[src/rtl/fetch_unit_pkg.sv]
// Shared constants and types for the instruction-fetch front end.
package fetch_unit_pkg;

   localparam logic [31:0] DEFAULT_RESET_PC = 32'h0000_0000;
   localparam logic [31:0] NOP              = 32'h0000_0000;
   localparam logic [31:0] INSTR_BYTES      = 32'd4;

   // One fetch-queue entry: the instruction word and the address it came from.
   typedef struct packed {
      logic [31:0] instr;
      logic [31:0] pc;
   } fetch_entry_t;

endpackage

[src/rtl/fetch_queue.sv]
// In-order fetch queue: DEPTH entries of {instr, pc}, flushable in one cycle.
// Head data is read straight out of the storage registers.
module fetch_queue
   import fetch_unit_pkg::*;
#(
   parameter int DEPTH = 4,
   parameter int CNT_W = $clog2(DEPTH + 1)
) (
   input  logic               clock,
   input  logic               reset,
   input  logic               push,
   input  fetch_entry_t       push_data,
   input  logic               pop,
   input  logic               flush,
   output fetch_entry_t       head_data,
   output logic [CNT_W-1:0]   count,
   output logic               full,
   output logic               empty
);

   localparam int PTR_W = $clog2(DEPTH);

   fetch_entry_t     storage [DEPTH];
   logic [PTR_W-1:0] wr_ptr;
   logic [PTR_W-1:0] rd_ptr;
   logic             do_push;
   logic             do_pop;

   assign full    = (count == CNT_W'(DEPTH));
   assign empty   = (count == '0);
   assign do_pop  = pop && !empty && !flush;
   // A push into a full queue is only taken when the head leaves the same cycle.
   assign do_push = push && !flush && (!full || do_pop);

   // Pointer and occupancy update; flush empties the queue in one edge.
   always_ff @(posedge clock) begin
      if (!reset || flush) begin
         wr_ptr <= '0;
         rd_ptr <= '0;
         count  <= '0;
      end else begin
         if (do_push) wr_ptr <= wr_ptr + 1'b1;
         if (do_pop)  rd_ptr <= rd_ptr + 1'b1;
         count <= count + CNT_W'(do_push) - CNT_W'(do_pop);
      end
   end

   // One write-enabled register per slot; pointers wrap naturally because DEPTH is a power of two.
   for (genvar gi = 0; gi < DEPTH; gi++) begin : g_slot
      always_ff @(posedge clock) begin
         if (do_push && (wr_ptr == PTR_W'(gi))) storage[gi] <= push_data;
      end
   end

   // Present the head entry, or a NOP with pc 0 while empty.
   always_comb begin
      head_data = storage[rd_ptr];
      if (empty) head_data = '{instr: NOP, pc: 32'h0};
   end

endmodule

[src/rtl/fetch_unit.sv]
// Decoupled fetch stage: credit-limited requests to instruction memory,
// in-order fetch queue towards decode, and redirect with squash of stale responses.
module fetch_unit
   import fetch_unit_pkg::*;
#(
   parameter int          DEPTH    = 4,
   parameter logic [31:0] RESET_PC = DEFAULT_RESET_PC
) (
   input  logic        clock,
   input  logic        reset,
   output logic        imem_req,
   output logic [31:0] imem_addr,
   input  logic        imem_ready,
   input  logic        imem_rvalid,
   input  logic [31:0] imem_rdata,
   input  logic        redirect_valid,
   input  logic [31:0] redirect_pc,
   output logic        instr_valid,
   input  logic        instr_ready,
   output logic [31:0] instr,
   output logic [31:0] instr_pc,
   output logic [31:0] instr_pc_plus_four
);

   localparam int CNT_W = $clog2(DEPTH + 1);

   logic [31:0]      fetch_pc;
   logic [31:0]      resp_pc;
   logic [31:0]      redirect_target;
   logic [CNT_W-1:0] inflight;
   logic [CNT_W-1:0] drop;
   logic [CNT_W-1:0] count;
   logic             full;
   logic             empty;
   logic             req_fire;
   logic             push;
   logic             pop;
   fetch_entry_t     head;
   fetch_entry_t     push_entry;

   assign redirect_target = redirect_pc & ~32'h3;

   // Credit: every outstanding request owns a queue slot, so a response can always be stored.
   // full is implied by the sum test and is kept as a cheap guard.
   assign imem_req  = !redirect_valid && !full &&
                      (({1'b0, count} + {1'b0, inflight}) < (CNT_W + 1)'(DEPTH));
   assign imem_addr = fetch_pc;
   assign req_fire  = imem_req && imem_ready;

   assign instr_valid = !empty && !redirect_valid;
   assign pop         = instr_valid && instr_ready;
   assign push        = imem_rvalid && (drop == '0) && !redirect_valid;
   assign push_entry  = '{instr: imem_rdata, pc: resp_pc};

   assign instr              = head.instr;
   assign instr_pc           = head.pc;
   assign instr_pc_plus_four = head.pc + INSTR_BYTES;

   // Next fetch address: redirect wins, otherwise advance on each accepted request.
   always_ff @(posedge clock) begin
      if (!reset)              fetch_pc <= RESET_PC;
      else if (redirect_valid) fetch_pc <= redirect_target;
      else if (req_fire)       fetch_pc <= fetch_pc + INSTR_BYTES;
   end

   // Address of the next kept response; responses return in request order.
   always_ff @(posedge clock) begin
      if (!reset)              resp_pc <= RESET_PC;
      else if (redirect_valid) resp_pc <= redirect_target;
      else if (push)           resp_pc <= resp_pc + INSTR_BYTES;
   end

   // Outstanding-request and stale-response counters. inflight already includes
   // responses owed for earlier redirects, so on a redirect every request still
   // outstanding after this edge becomes stale.
   always_ff @(posedge clock) begin
      if (!reset) begin
         inflight <= '0;
         drop     <= '0;
      end else begin
         inflight <= inflight + CNT_W'(req_fire) - CNT_W'(imem_rvalid);
         if (redirect_valid)                    drop <= inflight - CNT_W'(imem_rvalid);
         else if (imem_rvalid && (drop != '0))  drop <= drop - 1'b1;
      end
   end

   fetch_queue #(
      .DEPTH (DEPTH),
      .CNT_W (CNT_W)
   ) u_queue (
      .clock     (clock),
      .reset     (reset),
      .push      (push),
      .push_data (push_entry),
      .pop       (pop),
      .flush     (redirect_valid),
      .head_data (head),
      .count     (count),
      .full      (full),
      .empty     (empty)
   );

endmodule

[config.mk]
export PLATFORM = sky130hd
export DESIGN_NAME = fetch_unit
export DESIGN_NICKNAME = d
export VERILOG_FILES = /design/src/rtl/fetch_unit_pkg.sv /design/src/rtl/fetch_queue.sv /design/src/rtl/fetch_unit.sv
export SDC_FILE = /design/constraint.sdc
export NUM_CORES = 1
export LEC_CHECK = 0
export CAP_MARGIN = 20
export CORE_MARGIN = 3
export CORE_UTILIZATION = 59
export DETAILED_ROUTE_END_ITERATION = 12
export PLACE_DENSITY = 0.85
export SYNTH_ARGS = -nofsm -noshare
export SYNTH_HDL_FRONTEND = slang
export SYNTH_SLANG_ARGS = --single-unit
[constraint.sdc]
create_clock -name clock -period 8.25 [get_ports clock]
set_input_delay 1.2375 -clock clock [delete_from_list [all_inputs] [get_ports clock]]
set_output_delay 1.2375 -clock clock [all_outputs]
set_load 0.01 [all_outputs]
==> results.toml <==
[outcome]
status = "finished, final reports clean"

[worst_setup_path]
worst_ep_arrival_time_ns = 4.51
reg2reg_slack_ns = 5.09
critPathCaptureType = "output port"
crit_fanout = 56
reg2reg_from = "u_queue.count[2]"
cpLargestDelayFamily = "buffers and inverters"
path_cells = "buf_4 -> mux4_1 -> nand3_1 -> nor3_4 -> nand4_2 -> nor3_1 -> xor2_1 -> clkdlybuf4s50_1"
slowest_stage = "buf_4"
cp_data_required_time_ns = 7.01
worst-setup-path-type = "flop to output port"
worstSetupStartpointType = "flop"
cpPeakStageDelay_ns = 0.78
cp_num_buf_inv = 2

[global_route]
grt_pass1_vias = 8858
grt_util_all_layers_pct = 23.2
gr-total-overflow = 0
grt_max_degree = 95
antenna_found_initial = 0
grt_pass1_wl_um = 47800

[detailed_routing]
drtIter0Drc = 759
avgViaCountPerCell = 5.87
vias = 8812
drcViolationCount = 0
first_pass_iters = 5
wl_per_cell_um = 20.0
routed_wl_um = 30000
detail-route-antenna-nets = 0

[floorplanning]
num_io_pins = 200
die_area_mm2 = 0.0258
initial_core_util_pct = 60.2
rows = 56
die_w_um = 161
die_h_um = 161
core_area_mm2 = 0.0235

[yosys]
synth_top_area_share_pct = 52.7
async_reset_ff_share_pct = 0
synth_most_common_cell = "edfxtp_1"
synth_edf_count = 248
synth_largest_area_cell = "edfxtp_1"
ys_seq_elements = 323
ys_seq_area_share_pct = 63.3
synth_ff_type = "edfxtp_1"
syn_area_mm2 = 0.0141
synth_cell_types = 53
synth_cells = 973
synth_area_per_cell_um2 = 14.5
yosys-top-cells-count = "edfxtp_1 (248), dfxtp_1 (75), and2_1 (67)"
synth-warning-count = 0
yosys-top-cells-area = "edfxtp_1 (53%), dfxtp_1 (11%), mux4_2 (8.3%), xor2_1 (3.4%), and2_1 (3.0%)"

[clock_tree]
cts_sinks = 323
htree_num_levels = 1
postCtsHoldBufs = 0
root_buffer = "clkbuf_16"
ctsLongestPathBuffers = 3
cts_resized = 0
cts_tree = "done"
clk_latency_ns = 0.54
clk_pin_slew_ns = 0.06
cts_buffers = 30
postCtsSetupBuffers = 0

[sta]
tightest_slew_ns = 0.933
rsz0062_at_grt = "no"
drv_slew = 0
timing.hold.ws_ns = 0.545
final-setup-viol-count = 0
timing.final.crit_period_ns = 5.75
relSlewSlack_pct = 37.8
finalClockSkew_ns = 0.0121
max_freq_ghz = 0.174
fin_setup_tns_ns = 0
hold_violations = 0
fin_crit_sh_pct = 69.7

[layout]
multi_input_area_mm2 = 0.00483
n_antenna_cell = 0
seq_area_mm2 = 0.00896
drive_above_1_share_pct = 12.3
nets = 1248
area_delta_synth_final_pct = 23.2
fill_cells = 1453

[flow_run]
cap_violations = 0

[placed_design]
dp_hpwl_um = 19300
io_buffers = 191
place_congestion = 0.841

[power_and_ir_drop]
power.leakage_nw = 5.85
peakVddDrop_uv = 139
power_mw = 3.72
power.density_mw_per_mm2 = 214

[hold_path]
hold_start = "u_queue.rd_ptr[0]"
holdCritPathClass = "flop to flop"
-- flip-flops by register name, indices dropped and copies added, names as in the netlist, named ones only --
signal	cells
u_queue.storage	248
drop	3
resp_pc	30
inflight	3
u_queue.count	3
u_queue.wr_ptr	2
u_queue.rd_ptr	2
imem_addr	30
-- stage by stage --
step	util (%)	cells	cell area [µm²]	worst slack, ns
final	74.2	1502	17400	2.50
after global routing	74.2	1502	17400	2.20
after CTS	74.1	1501	17400	2.42
after detailed placement	69.3	1445	16300	3.04
after global placement	69.3	1445	16300	3.11
after floorplan	-	978	14100	4.27
-- cells in the final DEF (no fill, tap or decap), types with 4 or more instances in the layout --
cell,count
dfxtp_1,73
xnor2_1,38
bufinv_16,6
edfxtp_1,248
nor3_1,11
mux4_2,52
a21oi_1,58
mux2_2,5
mux2i_1,8
nand2_1,53
xor2_1,55
ha_1,17
and3_1,12
and4_1,7
o211ai_1,5
and2_2,4
nor4_1,4
mux4_1,9
clkinv_2,4
o21ai_0,41
clkbuf_8,6
clkdlybuf4s50_1,191
clkbuf_16,32
and2_1,63
nand3_1,40
nor2_1,31
conb_1,6
inv_1,21
nand4_1,22
buf_4,11
o211a_1,4
-- layout make-up --
cell class | count | share of cell area [%]
tap | 319 | 2.29
sequential | 323 | 51.5
multi-input combinational | 579 | 27.7
clock inverter | 15 | 1.37
timing repair buffer | 203 | 11.5
clock buffer | 41 | 5.14
inverter | 22 | 0.474
-- cell families after synthesis --
group           after synthesis  synth area share, %
other cells                   1               0.0265
flops                       323                 63.3
xor+xnor                     93                 5.76
mux                          74                 10.9
simple gates                274                 11.1
fa+ha+maj                    19                 1.79
compound gates              113                 4.32
buf+inv                      76                 2.73
-- routing by layer --
layer	track usage, %	up-vias	wire, µm
met2	38.1	383	14600
met3	3.79	46	2190
met4	6.22	0	693
met1	32.8	4351	12600
met5	0	-	0
li1	-	4032	-
-- worst paths after layout --
check                      endpoint  cells past startpoint
max          instr_pc_plus_four[30]                      8
min               u_queue.rd_ptr[0]                      2
max reg2reg        u_queue.count[2]                     11
min reg2reg       u_queue.rd_ptr[0]                      2
-- power breakdown --
part | switching, mW | total (mW) | internal [mW]
Clock | 0.576 | 1.52 | 0.948
Sequential | 0.0538 | 1.87 | 1.81
Combinational | 0.160 | 0.331 | 0.171
-- tightest hold or removal path, delay by kind of cell (launching register included) --
kind | cells | cell delay, ns
AND/OR/NAND/NOR | 1 | 0.07
flip-flops | 1 | 0.34
XOR/XNOR | 1 | 0.09
No activity file was read; power rests on OpenSTA's default activity.
